==> config.mk <==
export PLATFORM = sky130hd
export DESIGN_NAME = regfile_wb_arbiter
export DESIGN_NICKNAME = d
export VERILOG_FILES = /design/src/rtl/rf_ctrl_pkg.sv /design/src/rtl/wb_rr_arbiter.sv /design/src/rtl/regfile_wb_arbiter.sv
export SDC_FILE = /design/constraint.sdc
export NUM_CORES = 1
export LEC_CHECK = 0
export CORE_MARGIN = 5
export CORE_UTILIZATION = 45
export CTS_CLUSTER_SIZE = 14
export DETAILED_ROUTE_END_ITERATION = 6
export GPL_TIMING_DRIVEN = 1
export PLACE_DENSITY = 0.8
export SETUP_SLACK_MARGIN = 0.1
export SLEW_MARGIN = 20
export SYNTH_ARGS = -nofsm -noshare
export SYNTH_HDL_FRONTEND = slang
export SYNTH_SLANG_ARGS = --single-unit
==> constraint.sdc <==
create_clock -name clk -period 3.2 [get_ports clk]
set_clock_uncertainty 0.2 [all_clocks]
set_input_delay 0.48 -clock clk [delete_from_list [all_inputs] [get_ports clk]]
set_output_delay 0.48 -clock clk [all_outputs]
set_load 0.02 [all_outputs]
==> src/rtl/rf_ctrl_pkg.sv <==
// ---------------------------------------------------------------------------
// rf_ctrl_pkg
// Shared definitions for the register-file write-back path:
//   XLEN       - default write-back payload / RF data width
//   NUM_REGS   - default architectural register count
//   REG_ADDR_W - register address width
//   gnt_e      - identifies which write-back source owns the RF write port
// ---------------------------------------------------------------------------
package rf_ctrl_pkg;

    localparam int XLEN       = 32;
    localparam int NUM_REGS   = 32;
    localparam int REG_ADDR_W = 5;

    typedef enum logic {
        GNT_ALU = 1'b0,
        GNT_LSU = 1'b1
    } gnt_e;

endpackage

==> src/rtl/wb_rr_arbiter.sv <==
// ---------------------------------------------------------------------------
// wb_rr_arbiter
// Two-requester round-robin arbiter for the RF write port.
// Ports:
//   clk          - clock, rising edge
//   reset        - synchronous active-low reset
//   i_alu_valid  - ALU write-back request
//   i_lsu_valid  - LSU write-back request
//   o_alu_ready  - ALU granted this cycle (combinational)
//   o_lsu_ready  - LSU granted this cycle (combinational)
// ---------------------------------------------------------------------------
module wb_rr_arbiter
    import rf_ctrl_pkg::*;
(
    input  logic clk,
    input  logic reset,
    input  logic i_alu_valid,
    input  logic i_lsu_valid,
    output logic o_alu_ready,
    output logic o_lsu_ready
);

    // r_last remembers who won the most recent handshake; the other side
    // wins the next tie.
    gnt_e r_last;
    gnt_e w_gnt;
    logic w_any;

    always_ff @(posedge clk) begin
        if (!reset) begin
            r_last <= GNT_LSU;          // ALU wins the first tie after reset
        end else if (w_any) begin
            r_last <= w_gnt;            // any request that is presented is granted
        end
    end

    always_comb begin
        w_any = i_alu_valid | i_lsu_valid;
        w_gnt = GNT_ALU;
        if (i_alu_valid && i_lsu_valid) begin
            w_gnt = (r_last == GNT_LSU) ? GNT_ALU : GNT_LSU;
        end else if (i_lsu_valid) begin
            w_gnt = GNT_LSU;
        end
        o_alu_ready = reset && w_any && (w_gnt == GNT_ALU);
        o_lsu_ready = reset && w_any && (w_gnt == GNT_LSU);
    end

endmodule

==> src/rtl/regfile_wb_arbiter.sv <==
// ---------------------------------------------------------------------------
// regfile_wb_arbiter
// Arbitrates ALU and LSU write-backs onto a single registered RF write port
// and keeps a busy scoreboard of registers with outstanding producers.
// Ports:
//   clk, reset                      - clock; synchronous active-low reset
//   alu_valid/alu_rd/alu_data       - ALU write-back request
//   alu_ready                       - ALU request accepted this cycle
//   lsu_valid/lsu_rd/lsu_data       - LSU write-back request
//   lsu_ready                       - LSU request accepted this cycle
//   issue_valid/issue_rd            - issued instruction will write issue_rd
//   rs1_addr/rs2_addr               - decode-stage source registers
//   rs1_busy/rs2_busy               - source has an outstanding write
//   rf_we/rf_waddr/rf_wdata         - registered RF write port
// ---------------------------------------------------------------------------
module regfile_wb_arbiter #(
    parameter int XLEN     = rf_ctrl_pkg::XLEN,
    parameter int NUM_REGS = rf_ctrl_pkg::NUM_REGS
) (
    input  logic                              clk,
    input  logic                              reset,
    input  logic                              alu_valid,
    input  logic [rf_ctrl_pkg::REG_ADDR_W-1:0] alu_rd,
    input  logic [XLEN-1:0]                   alu_data,
    output logic                              alu_ready,
    input  logic                              lsu_valid,
    input  logic [rf_ctrl_pkg::REG_ADDR_W-1:0] lsu_rd,
    input  logic [XLEN-1:0]                   lsu_data,
    output logic                              lsu_ready,
    input  logic                              issue_valid,
    input  logic [rf_ctrl_pkg::REG_ADDR_W-1:0] issue_rd,
    input  logic [rf_ctrl_pkg::REG_ADDR_W-1:0] rs1_addr,
    input  logic [rf_ctrl_pkg::REG_ADDR_W-1:0] rs2_addr,
    output logic                              rs1_busy,
    output logic                              rs2_busy,
    output logic                              rf_we,
    output logic [rf_ctrl_pkg::REG_ADDR_W-1:0] rf_waddr,
    output logic [XLEN-1:0]                   rf_wdata
);

    import rf_ctrl_pkg::*;

    logic                  w_alu_ready;
    logic                  w_lsu_ready;
    logic                  w_hs;
    logic [REG_ADDR_W-1:0] w_rd;
    logic [XLEN-1:0]       w_data;
    logic [NUM_REGS-1:0]   w_busy_nxt;

    logic                  r_we;
    logic [REG_ADDR_W-1:0] r_waddr;
    logic [XLEN-1:0]       r_wdata;
    logic [NUM_REGS-1:0]   r_busy;

    wb_rr_arbiter u_arb (
        .clk         (clk),
        .reset       (reset),
        .i_alu_valid (alu_valid),
        .i_lsu_valid (lsu_valid),
        .o_alu_ready (w_alu_ready),
        .o_lsu_ready (w_lsu_ready)
    );

    assign alu_ready = w_alu_ready;
    assign lsu_ready = w_lsu_ready;

    // Winner's payload; ready already implies valid.
    always_comb begin
        w_hs   = w_alu_ready | w_lsu_ready;
        w_rd   = w_lsu_ready ? lsu_rd   : alu_rd;
        w_data = w_lsu_ready ? lsu_data : alu_data;
    end

    // Write register: x0 handshakes are consumed without a write, and the
    // address/data hold their last written values while idle.
    always_ff @(posedge clk) begin
        if (!reset) begin
            r_we    <= 1'b0;
            r_waddr <= '0;
            r_wdata <= '0;
        end else begin
            r_we <= w_hs && (w_rd != '0);
            if (w_hs && (w_rd != '0)) begin
                r_waddr <= w_rd;
                r_wdata <= w_data;
            end
        end
    end

    // Scoreboard next state: clear the register being written this cycle,
    // then apply a new issue so that a same-edge issue wins over the clear.
    always_comb begin
        w_busy_nxt = r_busy;
        for (int i = 1; i < NUM_REGS; i++) begin
            if (r_we && (r_waddr == REG_ADDR_W'(i))) begin
                w_busy_nxt[i] = 1'b0;
            end
            if (issue_valid && (issue_rd == REG_ADDR_W'(i))) begin
                w_busy_nxt[i] = 1'b1;
            end
        end
        w_busy_nxt[0] = 1'b0;
    end

    always_ff @(posedge clk) begin
        if (!reset) begin
            r_busy <= '0;
        end else begin
            r_busy <= w_busy_nxt;
        end
    end

    assign rs1_busy = (rs1_addr != '0) && r_busy[rs1_addr];
    assign rs2_busy = (rs2_addr != '0) && r_busy[rs2_addr];

    assign rf_we    = r_we;
    assign rf_waddr = r_waddr;
    assign rf_wdata = r_wdata;

endmodule

==> impl_metrics.ini, run 1 <==
[finish]
finalInstanceArea_sq_mm = 0.005320
final_cell_mix = clkdlybuf4s50_1 (130), dfxtp_1 (70), o21ai_0 (65), mux2i_1 (53), nand3_1 (48)
syn2layout_area_growth_pct = 44.87
layout-drive-gt1-share = 0.06417
finalNonFillerCells = 666
n_antenna_cell = 0
final_common_cell = clkdlybuf4s50_1
num-nets-final = 650

[cts]
numCtsBuffers = 9
clkLatencyLatePin_ns = 0.35
cts_hold_buffers = 0
cts-root-buf = clkbuf_8
cts_tree = done
clk_path_buf_depth = 2
h-tree-depth = 3
path_clk_slew_ns = 0.08
cts_num_sinks = 70

[power_and_ir_drop]
irDropWorstVdd_mv = 0.3330
p_leak_nw = 2.088
p_per_area_mw_per_mm2 = 424.4
finalPower_mw = 2.258
power.switching_uw = 626.9
p_seq_frac = 0.425
netSwitchingFraction = 0.2777
comb_power_share = 0.226
p_int_mw = 1.631
power_frac_clock = 0.349

[detailed_routing]
drtIter0Drc = 174
route.final.wire_length_um = 11130
drc = 0
viasPerCell = 5.500
antenna_left = 0
routedWlPerCell_um = 16.71
drtPass1Iterations = 4
num_vias = 3663

[die]
core_sq_mm = 0.008093
start_util = 0.4538
die_h_um = 100.3
rows = 33
die_w_um = 100.3
die_area_sq_mm = 0.01007
num_io_pins = 136

[sta]
whs_ns = 0.2639
finalCriticalPeriod_ns = 2.949
grt_setup_unrepaired = true
hold_viol = 0
setup_violations = 0
maxSlewHeadroom = 0.6182
maxSlewViolCount = 0
fmax_mhz = 339.1
setup_tns_ns = 0
worst_slew_pin_slew_ns = 0.5715
finalCritPeriodShare = 0.9216

[synth]
ys.flop_type = dfxtp_1
netlist_area_sq_mm = 0.003672
synth_edf_count = 0
yosys_warnings = 0
postSynth.asyncResetShare = 0
synth_top_cell_by_area = dfxtp_1
yosys.area.top_type_share = 0.3816
ys_ff_latch = 70
synth_area_per_cell_sq_um = 8.580
synth_area_leaders = dfxtp_1 (38%), mux2i_1 (14%), o21ai_0 (8.9%)
ys_seq_area_frac = 0.3816
synth_cell_type_count = 36
synth_cells = 428
synth_nets = 522

[worst_setup_path]
critical_path_class = primary input to primary output
timing.rr.start = u_arb.r_last
crit_fanout = 6
cp-start-kind = primary input
cp.required_ns = 2.52
r2r_end = rf_wdata[0]
endpoint_kind = primary output
worstRegToRegCells = 7
worstPathArrival_ns = 2.27
rrSetupSlack_ns = 1.15

[status]
outcome = completed

[placed_design]
portBuffers = 135
finalWeightedCongestion = 0.9303
post-dp-hpwl_um = 8710
dp_cells = 650
post_dp_cell_area_sq_mm = 0.005090

[min_path]
holdPathEnd = rf_wdata[30]
hold_class = flop to flop
min-delay-start = rf_wdata[30]
holdPathStages = 2

[global_route]
antenna_found_initial = 0
grtUsageTotal = 0.2242
grt_max_degree = 38
grt_overflow = 0
grt_first_pass_wirelength_um = 18080
grt_pass1_vias = 3751

[run]
maxCapViolCount = 0
routing by layer:
metal  part of all wire  vias up  track usage
met2               0.49      138       0.3858
li1                   -     1813            -
met1               0.40     1692       0.2535
met4              0.017        0      0.07254
met5                  0        -            0
met3              0.096       20      0.08826
power groups by stage:
stage                     sequential (mW)  clock, mW  combinational, mW
final                               0.960      0.787              0.511
after global routing                0.968      0.836              0.549
after CTS                           0.960      0.794              0.514
after detailed placement            0.980          0              0.513
after global placement              0.978          0              0.505
after floorplan                      1.03          0              0.187
final cells by class:
type	instances	area, sq um
fill	699	2773
inverter	8	30.03
clock inverter	7	98.84
clock buffer	9	123.9
timing repair buffer	144	1420
multi-input combinational	323	2115
tap	105	131.4
sequential	70	1401
through the flow:
step / util / setup WS (ns)
after floorplan: - / 0.8565
after global placement: 0.6289 / -0.06577
after detailed placement: 0.6289 / -0.1287
after CTS: 0.6568 / 0.09111
after global routing: 0.6574 / 0.08684
final: 0.6574 / 0.2510
what timing repair did:
action	in CTS	in global routing
gates resized for setup	4	2
endpoints found under the setup margin	2	2
buffers inserted	0	0
pin swaps	0	0
hold endpoints to repair	0	0
worst max path at each step:
stage	start	end	slack (ns)	cells past startpoint
2_1_floorplan	rs1_addr[0]	rs1_busy	0.86	6
3_3_place_gp	rs1_addr[0]	rs1_busy	-0.07	7
3_5_place_dp	rs1_addr[0]	rs1_busy	-0.13	7
4_1_cts	rs1_addr[0]	rs1_busy	0.09	7
5_1_grt	rs1_addr[1]	rs1_busy	0.09	7
6_report	rs1_addr[1]	rs1_busy	0.25	7
synthesized netlist by cell type, types with 3 or more instances:
cell,instances
nand4_1,3
inv_1,7
a211oi_1,6
nor2b_1,19
dfxtp_1,70
o21ai_0,65
nor3_1,4
a221oi_1,8
o21ai_1,5
clkbuf_1,13
and2_1,3
buf_2,10
nand3_1,48
nand2b_1,5
mux2_2,4
nand2_1,39
a21boi_0,31
nor2_1,10
mux2i_1,53
cells by family (layout without fill, tap and decap cells):
group / count (synthesis) / count (layout) / share of synthesized area
and+or+nand+nor: 137 / 137 / 0.1847
AOI/OAI and AO/OA: 126 / 126 / 0.2153
buffers and inverters: 35 / 168 / 0.04532
DFF: 70 / 70 / 0.3816
muxes: 60 / 60 / 0.1731
sequential cells by signal (all words and copies together) (netlist names):
register      count
rf_waddr          5
rf_we             1
u_arb.r_last      1
r_busy           31
rf_wdata         32
critical path: stages:
cell,delay (ns)
clkdlybuf4s50_1,0.48
nand2b_1,0.25
a211oi_1,0.24
a221oi_1,0.08
a41oi_1,0.30
nand3_1,0.09
dlygate4sd2_1,0.33
No activity file was read; power rests on OpenSTA's default activity.
==> run 2: changes to the inputs <==
--- a/config.mk
+++ b/config.mk
@@ -5,12 +5,13 @@
 export SDC_FILE = /design/constraint.sdc
 export NUM_CORES = 1
 export LEC_CHECK = 0
+export ABC_AREA = 1
 export CORE_MARGIN = 5
 export CORE_UTILIZATION = 45
 export CTS_CLUSTER_SIZE = 14
 export DETAILED_ROUTE_END_ITERATION = 6
 export GPL_TIMING_DRIVEN = 1
-export PLACE_DENSITY = 0.8
+export PLACE_DENSITY = 0.77
 export SETUP_SLACK_MARGIN = 0.1
 export SLEW_MARGIN = 20
 export SYNTH_ARGS = -nofsm -noshare
==> run 2 against run 1 <==
Compared with the run above:
- setup slack better by 0.014 ns
- largest power group unchanged
- via count rose by 31%
- first-iteration DRC count rose by 19%
- largest cell class unchanged
- area after synthesis rose by 14%
- clock-buffer cell count up 3
- design area grew 9.8%
==> impl_metrics.ini, run 2 <==
[power_and_ir_drop]
power.switching_uw = 668.4
comb_power_share = 0.262
power_frac_clock = 0.315
p_seq_frac = 0.422
p_int_mw = 1.596
p_per_area_mw_per_mm2 = 387.7
p_leak_nw = 2.677
irDropWorstVdd_mv = 0.1794
netSwitchingFraction = 0.2952

[worst_setup_path]
cp-start-kind = primary input
critical_path_class = primary input to primary output
rrSetupSlack_ns = 0.87
path_cells = clkdlybuf4s50_1, nand3_4, inv_2, clkdlybuf4s50_1
timing.rr.start = u_arb.r_last
cp.required_ns = 2.52
endpoint_kind = primary output
critPathLaunch = reset
critPathMostFrequentCell = clkdlybuf4s50_1
crit_fanout = 19
cp_slowest_cell = clkdlybuf4s50_1
cp_slowest_stage_delay_ns = 0.65
worstPathArrival_ns = 2.26

[global_route]
grtUsageTotal = 0.2443
grt_overflow = 0
antenna_found_initial = 0
grt_first_pass_wirelength_um = 22310
grt_pass1_vias = 4639
grt_max_degree = 39

[die]
num_io_pins = 136
die_h_um = 106.5
rows = 35
die_w_um = 106.5
die_area_sq_mm = 0.01134
start_util = 0.4580
core_sq_mm = 0.009153

[status]
outcome = completed

[sta]
finalCriticalPeriod_ns = 2.935
finalCritPeriodShare = 0.9172
maxSlewHeadroom = 0.2923
worst_slew_pin_slew_ns = 1.059
fmax_mhz = 340.7
maxSlewViolCount = 0
setup_violations = 0
grt_setup_unrepaired = false
hold_viol = 0
setup_tns_ns = 0

[synth]
synth_cell_type_count = 21
synth_edf_count = 0
synth_commonest_cells = nand2_1 (259), inv_1 (84), nor2_1 (81)
postSynth.asyncResetShare = 0
synth_area_leaders = dfxtp_1 (33%), nand2_1 (23%), inv_1 (7.5%)
ys_seq_area_frac = 0.3343
synth_top_cell_by_area = dfxtp_1
yosys_warnings = 0
yosysMostFrequentCell = nand2_1
synth_cells = 716
ys.flop_type = dfxtp_1
synth_area_per_cell_sq_um = 5.854
yosys.area.top_type_share = 0.3343
ys_ff_latch = 70
netlist_area_sq_mm = 0.004192
synth_nets = 810

[finish]
n_antenna_cell = 0
num-nets-final = 935
final_cell_mix = nand2_1 (259), clkdlybuf4s50_1 (132), inv_1 (84), nor2_1 (79), dfxtp_1 (70)
final_common_cell = nand2_1
largest_register_ffs = 32
utilization = 0.6380
finalNonFillerCells = 957
syn2layout_area_growth_pct = 39.31
layout-drive-gt1-share = 0.06738

[detailed_routing]
routedWlPerCell_um = 14.30
drtIter0Drc = 207
viasPerCell = 5.025
num_vias = 4809
drtPass1Iterations = 5
drc = 0
antenna_left = 0
route.final.wire_length_um = 13690

[cts]
numCtsBuffers = 9
cts_num_sinks = 70
clkLatencyLatePin_ns = 0.34
cts_tree = done
cts_hold_buffers = 0
clk_path_buf_depth = 2
cts_setup_buffers = 0
cts-resized-gates = 4
path_clk_slew_ns = 0.06
cts-root-buf = clkbuf_8
h-tree-depth = 3

[run]
maxCapViolCount = 0

[placed_design]
finalWeightedCongestion = 0.9508
dp_cells = 941
post-dp-hpwl_um = 10910
portBuffers = 135

[min_path]
min-delay-start = r_busy[15]
hold_class = flop to flop
-- run 2: cell types whose count changed in the layout (fill, tap and decap cells not counted), sizes merged, moves of 19 or more --
cell / before / now
a21oi: 2 / 45
nor2: 10 / 102
inv: 8 / 85
mux2i: 53 / 0
nand2: 39 / 260
nor2b: 19 / 0
o21ai: 70 / 39
a21boi: 31 / 0
-- run 2: path summary, 6_finish.rpt --
| check | endpoint | depth (start not counted) |
|---|---|---|
| setup / recovery | lsu_ready | 4 |
| hold reg to reg | r_busy[15] | 2 |
| hold / removal | r_busy[15] | 2 |
| setup reg to reg | rf_waddr[3] | 8 |
-- run 2: critical path, delay by kind of cell --
kind | cells | cell delay [ns]
buf+inv | 3 | 1.54
simple gates | 1 | 0.23
-- run 2: stage by stage --
stage / cell area [sq um] / worst slack [ns] / power, mW / hold slack [ns]
final: 5839 / 0.2649 / 2.264 / 0.2635
after global routing: 5839 / 0.1296 / 2.391 / 0.2844
after CTS: 5832 / 0.1355 / 2.280 / 0.2651
after detailed placement: 5629 / 0.02650 / 1.569 / 0.2545
after global placement: 5629 / 0.05166 / 1.564 / 0.2535
after floorplan: 4192 / 1.004 / 1.284 / 0.2388
-- run 2: logic make-up after synthesis --
kind of cell | count (synthesis) | share of synthesized area
AND/OR/NAND/NOR | 424 | 0.4161
AO/OA/AOI/OAI | 101 | 0.1307
flip-flops | 70 | 0.3343
buffers and inverters | 121 | 0.1188
-- run 2: area by class of cell --
cell class,instances,area (sq um)
multi-input combinational,525,2307
clock buffer,12,155.1
timing repair buffer,149,1469
inverter,86,322.8
clock inverter,4,45.04
sequential,70,1401
fill,835,3313
tap,111,138.9
-- run 2: power groups by stage --
stage | clock network (mW) | registers, mW | logic, mW
after floorplan | 0 | 1.02 | 0.267
after global placement | 0 | 0.972 | 0.592
after detailed placement | 0 | 0.975 | 0.594
after CTS | 0.728 | 0.956 | 0.596
after global routing | 0.772 | 0.961 | 0.657
final | 0.714 | 0.956 | 0.594
-- run 2: per-layer routing --
layer	GRT usage	wire length (um)	part of all wire	vias up
li1	-	-	-	2478
met1	0.3005	5615	0.41	2099
met2	0.3968	6380	0.47	195
met3	0.06982	1219	0.089	37
met4	0.1087	469	0.034	0
met5	0	0	0	-
